===== config.mk =====
export PLATFORM = sky130hd
export DESIGN_NAME = countdown_reg
export DESIGN_NICKNAME = d
export VERILOG_FILES = /design/src/rtl/countdown_reg_pkg.sv /design/src/rtl/countdown_fsm.sv /design/src/rtl/countdown_reg.sv
export SDC_FILE = /design/constraint.sdc
export NUM_CORES = 1
export LEC_CHECK = 0
export ABC_CLOCK_PERIOD_IN_PS = 2500
export CAP_MARGIN = 10
export CORE_AREA = 2 2 39 41
export DETAILED_ROUTE_END_ITERATION = 10
export DIE_AREA = 0 0 41 43
export PLACE_DENSITY = 0.67
export SLEW_MARGIN = 40
export SYNTH_ARGS = -nofsm -noshare
export SYNTH_HDL_FRONTEND = slang
export SYNTH_SLANG_ARGS = --single-unit

===== constraint.sdc =====
create_clock -name clk -period 2.5 [get_ports clk]
set_input_delay 0.75 -clock clk [delete_from_list [all_inputs] [get_ports clk]]
set_output_delay 0.75 -clock clk [all_outputs]
set_load 0.05 [all_outputs]

===== src/rtl/countdown_reg_pkg.sv =====
// ----------------------------------------------------------------------------
// countdown_reg_pkg
//
// Shared definitions for the loadable down-counter register.
//   - state_e       : FSM state encoding (IDLE/RUN/HOLD/DONE, 2 bits)
//   - STATE_W       : width of the state encoding
//   - DEFAULT_WIDTH : default counter width used by countdown_reg
// ----------------------------------------------------------------------------
package countdown_reg_pkg;

  localparam int STATE_W       = 2;
  localparam int DEFAULT_WIDTH = 4;

  typedef enum logic [STATE_W-1:0] {
    ST_IDLE = 2'b00,
    ST_RUN  = 2'b01,
    ST_HOLD = 2'b10,
    ST_DONE = 2'b11
  } state_e;

endpackage


===== src/rtl/countdown_fsm.sv =====
// ----------------------------------------------------------------------------
// countdown_fsm
//
// Control FSM for countdown_reg. Holds the state register, computes the next
// state from the handshake inputs and the counter status flags, and tells the
// datapath whether to load, decrement or (optionally) reload this edge.
//
// Optional feature macro: COUNTDOWN_AUTO_RELOAD_EN
//   When defined, the RUN edge that would reach zero reloads the shadow value
//   instead, stays in RUN and pulses done for one cycle.
//
// Ports:
//   clk         in   clock, rising edge
//   reset       in   synchronous active-high reset
//   load        in   load request (IDLE only)
//   start       in   start request (IDLE only)
//   pause       in   freeze count while RUN/HOLD
//   stop        in   abort count, back to IDLE
//   ack         in   consumer acknowledge of done
//   count_zero  in   counter currently holds zero
//   count_one   in   counter currently holds one (next decrement reaches zero)
//   shadow_zero in   shadow register holds zero (auto-reload build only)
//   do_reload   out  datapath copies shadow into counter (auto-reload only)
//   state_q     out  registered state
//   do_load     out  datapath captures load_value
//   do_dec      out  datapath decrements the counter
//   busy        out  state is RUN or HOLD
//   done        out  state is DONE (or reload pulse in auto-reload build)
// ----------------------------------------------------------------------------
module countdown_fsm
  import countdown_reg_pkg::*;
(
  input  logic   clk,
  input  logic   reset,
  input  logic   load,
  input  logic   start,
  input  logic   pause,
  input  logic   stop,
  input  logic   ack,
  input  logic   count_zero,
  input  logic   count_one,
`ifdef COUNTDOWN_AUTO_RELOAD_EN
  input  logic   shadow_zero,
  output logic   do_reload,
`endif
  output state_e state_q,
  output logic   do_load,
  output logic   do_dec,
  output logic   busy,
  output logic   done
);

  state_e state_d;

`ifdef COUNTDOWN_AUTO_RELOAD_EN
  logic pulse_d;
  logic pulse_q;
`endif

  always_ff @(posedge clk) begin
    if (reset) begin
      state_q <= ST_IDLE;
`ifdef COUNTDOWN_AUTO_RELOAD_EN
      pulse_q <= 1'b0;
`endif
    end else begin
      state_q <= state_d;
`ifdef COUNTDOWN_AUTO_RELOAD_EN
      pulse_q <= pulse_d;
`endif
    end
  end

  always_comb begin
    state_d = state_q;
    do_load = 1'b0;
    do_dec  = 1'b0;
`ifdef COUNTDOWN_AUTO_RELOAD_EN
    do_reload = 1'b0;
`endif
    case (state_q)
      ST_IDLE: begin
        // load beats start when both arrive on the same edge
        if (load) begin
          do_load = 1'b1;
        end else if (start) begin
          state_d = count_zero ? ST_DONE : ST_RUN;
        end
      end
      ST_RUN: begin
        if (stop) begin
          state_d = ST_IDLE;
        end else if (pause) begin
          state_d = ST_HOLD;
        end else if (count_one) begin
`ifdef COUNTDOWN_AUTO_RELOAD_EN
          // a zero shadow could never restart, so fall back to DONE
          if (!shadow_zero) begin
            do_reload = 1'b1;
          end else begin
            do_dec  = 1'b1;
            state_d = ST_DONE;
          end
`else
          do_dec  = 1'b1;
          state_d = ST_DONE;
`endif
        end else begin
          do_dec = 1'b1;
        end
      end
      ST_HOLD: begin
        if (stop) begin
          state_d = ST_IDLE;
        end else if (!pause) begin
          state_d = ST_RUN;
        end
      end
      ST_DONE: begin
        if (ack) begin
          state_d = ST_IDLE;
        end
      end
      default: begin
        state_d = ST_IDLE;
      end
    endcase
  end

`ifdef COUNTDOWN_AUTO_RELOAD_EN
  // registered so done stays a clean decode of flops, like the DONE state
  always_comb begin
    pulse_d = do_reload;
  end

  assign done = (state_q == ST_DONE) || pulse_q;
`else
  assign done = (state_q == ST_DONE);
`endif

  assign busy = (state_q == ST_RUN) || (state_q == ST_HOLD);

endmodule


===== src/rtl/countdown_reg.sv =====
// ----------------------------------------------------------------------------
// countdown_reg
//
// Loadable down-counter register with a start/done handshake. A value is
// loaded in IDLE, counted down once per cycle in RUN, frozen in HOLD, and
// DONE is held at zero until the consumer acknowledges.
//
// Optional feature macro: COUNTDOWN_AUTO_RELOAD_EN
//   When defined, a shadow copy of the loaded value is kept and reloaded into
//   the counter each time the count would reach zero, giving a periodic timer
//   with a one-cycle done pulse per period.
//
// Ports:
//   clk            in   clock, rising edge
//   reset          in   synchronous active-high reset
//   load           in   capture load_value (IDLE only)
//   load_value     in   [WIDTH] value to count down from
//   start          in   begin counting (IDLE only)
//   pause          in   freeze the count while RUN/HOLD
//   stop           in   abort count, return to IDLE keeping the value
//   ack            in   acknowledge done
//   cd_data_output out  [WIDTH] registered counter value
//   busy           out  high in RUN or HOLD
//   done           out  high in DONE
//   state_out      out  [2] current state encoding
// ----------------------------------------------------------------------------
module countdown_reg
  import countdown_reg_pkg::*;
#(
  parameter int WIDTH = DEFAULT_WIDTH
) (
  input  logic               clk,
  input  logic               reset,
  input  logic               load,
  input  logic [WIDTH-1:0]   load_value,
  input  logic               start,
  input  logic               pause,
  input  logic               stop,
  input  logic               ack,
  output logic [WIDTH-1:0]   cd_data_output,
  output logic               busy,
  output logic               done,
  output logic [STATE_W-1:0] state_out
);

  logic [WIDTH-1:0] cd_d;
  logic [WIDTH-1:0] cd_q;
  logic             count_zero;
  logic             count_one;
  logic             do_load;
  logic             do_dec;
  state_e           state_q;

`ifdef COUNTDOWN_AUTO_RELOAD_EN
  logic [WIDTH-1:0] shadow_d;
  logic [WIDTH-1:0] shadow_q;
  logic             do_reload;
`endif

  assign count_zero = (cd_q == '0);
  assign count_one  = (cd_q == WIDTH'(1));

  countdown_fsm u_fsm (
    .clk         (clk),
    .reset       (reset),
    .load        (load),
    .start       (start),
    .pause       (pause),
    .stop        (stop),
    .ack         (ack),
    .count_zero  (count_zero),
    .count_one   (count_one),
`ifdef COUNTDOWN_AUTO_RELOAD_EN
    .shadow_zero (shadow_q == '0),
    .do_reload   (do_reload),
`endif
    .state_q     (state_q),
    .do_load     (do_load),
    .do_dec      (do_dec),
    .busy        (busy),
    .done        (done)
  );

  always_comb begin
    cd_d = cd_q;
`ifdef COUNTDOWN_AUTO_RELOAD_EN
    shadow_d = shadow_q;
`endif
    if (do_load) begin
      cd_d = load_value;
`ifdef COUNTDOWN_AUTO_RELOAD_EN
      shadow_d = load_value;
`endif
    end
`ifdef COUNTDOWN_AUTO_RELOAD_EN
    else if (do_reload) begin
      cd_d = shadow_q;
    end
`endif
    else if (do_dec) begin
      // the FSM never requests a decrement at zero, so no underflow guard
      cd_d = cd_q - WIDTH'(1);
    end
  end

  always_ff @(posedge clk) begin
    if (reset) begin
      cd_q <= '0;
`ifdef COUNTDOWN_AUTO_RELOAD_EN
      shadow_q <= '0;
`endif
    end else begin
      cd_q <= cd_d;
`ifdef COUNTDOWN_AUTO_RELOAD_EN
      shadow_q <= shadow_d;
`endif
    end
  end

  assign cd_data_output = cd_q;
  assign state_out      = state_q;

endmodule


==> results summary <==
The power per unit of standard cell area is 1070 mW/mm^2. The maximum clock insertion buffer count is 2. The final HPWL from detailed placement came out at 814 microns.

The post-synthesis cell area is 465 sq um. A synthesized cell averages 8.62 sq um. The max-slew violation total from the final report is 0. The highest ir drop seen on vdd came out at 432 uV. For this block, the initial DRC count from the detailed router was 1. The TritonCTS clock tree is done. The initial utilization of the core area, before any placement, comes to 0.336. The final worst hold slack came out at 0.549 ns. Yosys printed 0 warnings. Yosys attributes the largest share of cell area to sky130_fd_sc_hd__dfxtp_1 (26%), sky130_fd_sc_hd__ha_1 (19%), sky130_fd_sc_hd__inv_1 (4.8%). The die extent in x is 41 microns. The final standard cell count with taps included and fillers excluded is 93. Among cell families on the critical path, the largest total delay comes from buffers and inverters. Setup repair after global routing left no endpoint under its margin. Counting I/O delays and the setup requirement, the final critical path takes 2.37 ns.

The total count of hold-check failures in the final report is 0. The count of different cell masters after synthesis is 23. The first-pass iteration count of the detailed router is 2. In this run the tool buffered the top-level ports with 18 buffer cells. In the synthesized netlist the dominant register cell turns out to be sky130_fd_sc_hd__dfxtp_1. The sum of routed wire length over all layers is 979 microns. In the synthesized netlist, the number of instances is 54. The number of nets in the finished design came out at 97. The post-route fraction of the period consumed by the critical path is 0.948. The worst setup path is launched from a flop.

The kind of critical path is flop to output pin. After clock tree synthesis, the clock-pin slew on the worst setup and hold paths is 0.04 ns. The tree is rooted in a sky130_fd_sc_hd__clkbuf_4. The sum of internal, switching and leakage power came out at 0.752 mW.

The number of placed instances, taps included, is 90. The leakage power of the design came out at 0.275 nW. The biggest area contributor in the post-synthesis netlist is sky130_fd_sc_hd__dfxtp_1. The total congestion overflow is 0. Counting every sink on the clock net gives 6. The die is 43 microns tall. The via count of the first global-routing pass came to 382. The CTS H-tree depth is 1. The wire length of the first global-routing pass came out at 1520 microns. The data required time of the critical path is 1.75 ns. Ranked by instance count, the synthesized netlist is headed by sky130_fd_sc_hd__ha_1 (7), sky130_fd_sc_hd__dfxtp_1 (6), sky130_fd_sc_hd__inv_1 (6), sky130_fd_sc_hd__nand2_1 (6), sky130_fd_sc_hd__nor2_1 (6). The number of antenna diodes is 0. The count of flip-flops with a built-in enable after synthesis is 0.

The remaining design rule violation count came out at 0. Headroom to the max-slew limit came out at 0.670. The flow ran to the end, and the final reports show no timing, DRC or antenna violations.

The setup total negative slack came out at 0 ns. The final estimated routing congestion in global placement is 0.664. The number of clock buffers inserted by TritonCTS came out at 3.

The later pin in the worst-skew pair is clocked with a latency of 0.25 ns. The number of hold buffers added after CTS was 0. In this run the post-CTS setup repair buffer count came out at 0. The tightest min-delay check is of the flop to flop type. The quantity of gates resized following cts is 0.

sky130_fd_sc_hd__ha_1 is the most common cell in the netlist. The number of antenna violations at the first check in global routing is 0. The average wire per cell in the routed design came out at 10.5 microns. The proportion of synthesized chip area in sequential cells is 0.258. The max-cap violation count is 0. The slowest stage of the critical path belongs to the cell sky130_fd_sc_hd__clkdlybuf4s50_1. In the final layout, the share of cells above drive strength 1 is 0.130. Along the worst path, the maximum fanout reaches 5. For this run, asynchronously set or reset flops after synthesis account for 0. The I/O pin total is 19.

The area enclosed by the die boundary came out at 0.00176 sq mm. The count of standard-cell rows is 14. The average via count per standard cell is 4.71. The number of buffers and inverters on the critical path is 1. The data arrival time at the worst-slack endpoint is 1.62 ns.

The kind of end point of the critical path is an output pin. The vias after detailed routing came out at 438. The share of synthesized area in the top cell type comes to 0.258.

The final worst clock skew came out at 0.0111 ns. The worst stage delay on the critical path came out at 0.80 ns. The register bit count reported by yosys is 6. The layout overhead on the synthesized area came out at 50.5%. The core outline area is 0.00138 sq mm. The highest achievable clock rate is 422 MHz. The net count of the mapped netlist came out at 72.

The maximum number of pins on one net before global-route repair came out at 9. At the pin with the least slew margin, the transition time is 0.494 ns. The count of final setup violators came out at 0. The number of nets with antenna violations after detailed routing came out at 0.

The global-route usage over all layers is 0.125. The critical path goes through ha_1, clkdlybuf4s50_1.
[power by group]
part           internal (mW)  total [mW]  switching, mW
Clock                 0.0545      0.0914         0.0370
Combinational          0.190       0.489          0.299
Sequential             0.128       0.172         0.0434
[worst register-to-register path, cell delays in order, from the launching register on]
cell and delay (ns):
sky130_fd_sc_hd__dfxtp_1 0.33, sky130_fd_sc_hd__inv_1 0.12, sky130_fd_sc_hd__ha_1 0.21, sky130_fd_sc_hd__or3b_4 0.42, sky130_fd_sc_hd__a21oi_1 0.14, sky130_fd_sc_hd__a211o_1 0.14, sky130_fd_sc_hd__mux2_2 0.33
[routing by layer]
layer / vias to the layer above / GRT usage / wire (microns)
met5: - / 0 / 0
met4: 0 / 0.0600 / 0
met3: 0 / 0.0157 / 37
met2: 9 / 0.194 / 479
met1: 196 / 0.163 / 462
li1: 233 / - / -
[worst paths after layout]
check	from	to	slack (ns)	depth (start not counted)
max reg2reg	u_fsm.state_q[1]	u_fsm.state_q[1]	0.70	6
max	u_fsm.state_q[0]	done	0.13	2
min reg2reg	u_fsm.state_q[0]	u_fsm.state_q[0]	0.55	2
min	u_fsm.state_q[0]	u_fsm.state_q[0]	0.55	2
[per-stage QoR]
step	cell area, sq um	util	worst slack [ns]
floorplan	465	-	0.340
global placement	678	0.490	0.169
detailed placement	678	0.490	0.150
CTS	701	0.506	0.111
global route	701	0.506	0.0409
finish	701	0.506	0.129
[kinds of logic (layout without fill, tap and decap cells)]
group                    after synthesis  count (layout)  share of synthesized area
adder cells (fa/ha/maj)                7               7                      0.188
XOR/XNOR                               2               2                     0.0376
multiplexers                           2               2                     0.0457
flip-flops                             6               6                      0.258
AND/OR/NAND/NOR                       20              20                      0.250
AO/OA/AOI/OAI                         11              11                      0.172
buffers and inverters                  6              29                     0.0484
[layout by cell type (no fill, tap or decap)]
| cell type | Yosys | final |
|---|---|---|
| sky130_fd_sc_hd__inv_1 | 6 | 6 |
| sky130_fd_sc_hd__nand2b_1 | 3 | 3 |
| sky130_fd_sc_hd__a211oi_1 | 1 | 1 |
| sky130_fd_sc_hd__o22ai_1 | 1 | 1 |
| sky130_fd_sc_hd__clkdlybuf4s50_1 | 0 | 17 |
| sky130_fd_sc_hd__mux2i_1 | 1 | 1 |
| sky130_fd_sc_hd__nand2_1 | 6 | 6 |
| sky130_fd_sc_hd__o211ai_1 | 1 | 1 |
| sky130_fd_sc_hd__clkbuf_4 | 0 | 3 |
| sky130_fd_sc_hd__xor2_1 | 1 | 1 |
| sky130_fd_sc_hd__nor3b_1 | 2 | 2 |
| sky130_fd_sc_hd__mux2_2 | 1 | 1 |
| sky130_fd_sc_hd__dfxtp_1 | 6 | 6 |
| sky130_fd_sc_hd__nor4_4 | 1 | 1 |
| sky130_fd_sc_hd__nand3_1 | 1 | 1 |
| sky130_fd_sc_hd__ha_1 | 7 | 7 |
| sky130_fd_sc_hd__buf_4 | 0 | 3 |
| sky130_fd_sc_hd__a21oi_1 | 3 | 3 |
| sky130_fd_sc_hd__xnor2_1 | 1 | 1 |
| sky130_fd_sc_hd__nor2_1 | 6 | 6 |
| sky130_fd_sc_hd__a211oi_2 | 1 | 1 |
| sky130_fd_sc_hd__a311oi_1 | 1 | 1 |
| sky130_fd_sc_hd__a211o_1 | 1 | 1 |
| sky130_fd_sc_hd__or3b_4 | 1 | 1 |
| sky130_fd_sc_hd__a31oi_1 | 1 | 1 |
| sky130_fd_sc_hd__o21bai_1 | 1 | 1 |
[layout make-up]
cell class                 count  area (sq um)
fill                         144           683
multi-input combinational     42           323
timing repair buffer          20           193
sequential                     6           120
clock buffer                   3          22.5
inverter                       6          22.5
tap                           16          20.0
[sequential cells by signal (all words and copies together), names as in the netlist]
| register | cells |
|---|---|
| u_fsm.state_q | 2 |
| cd_data_output | 4 |
(Power assumes the default switching activity.)
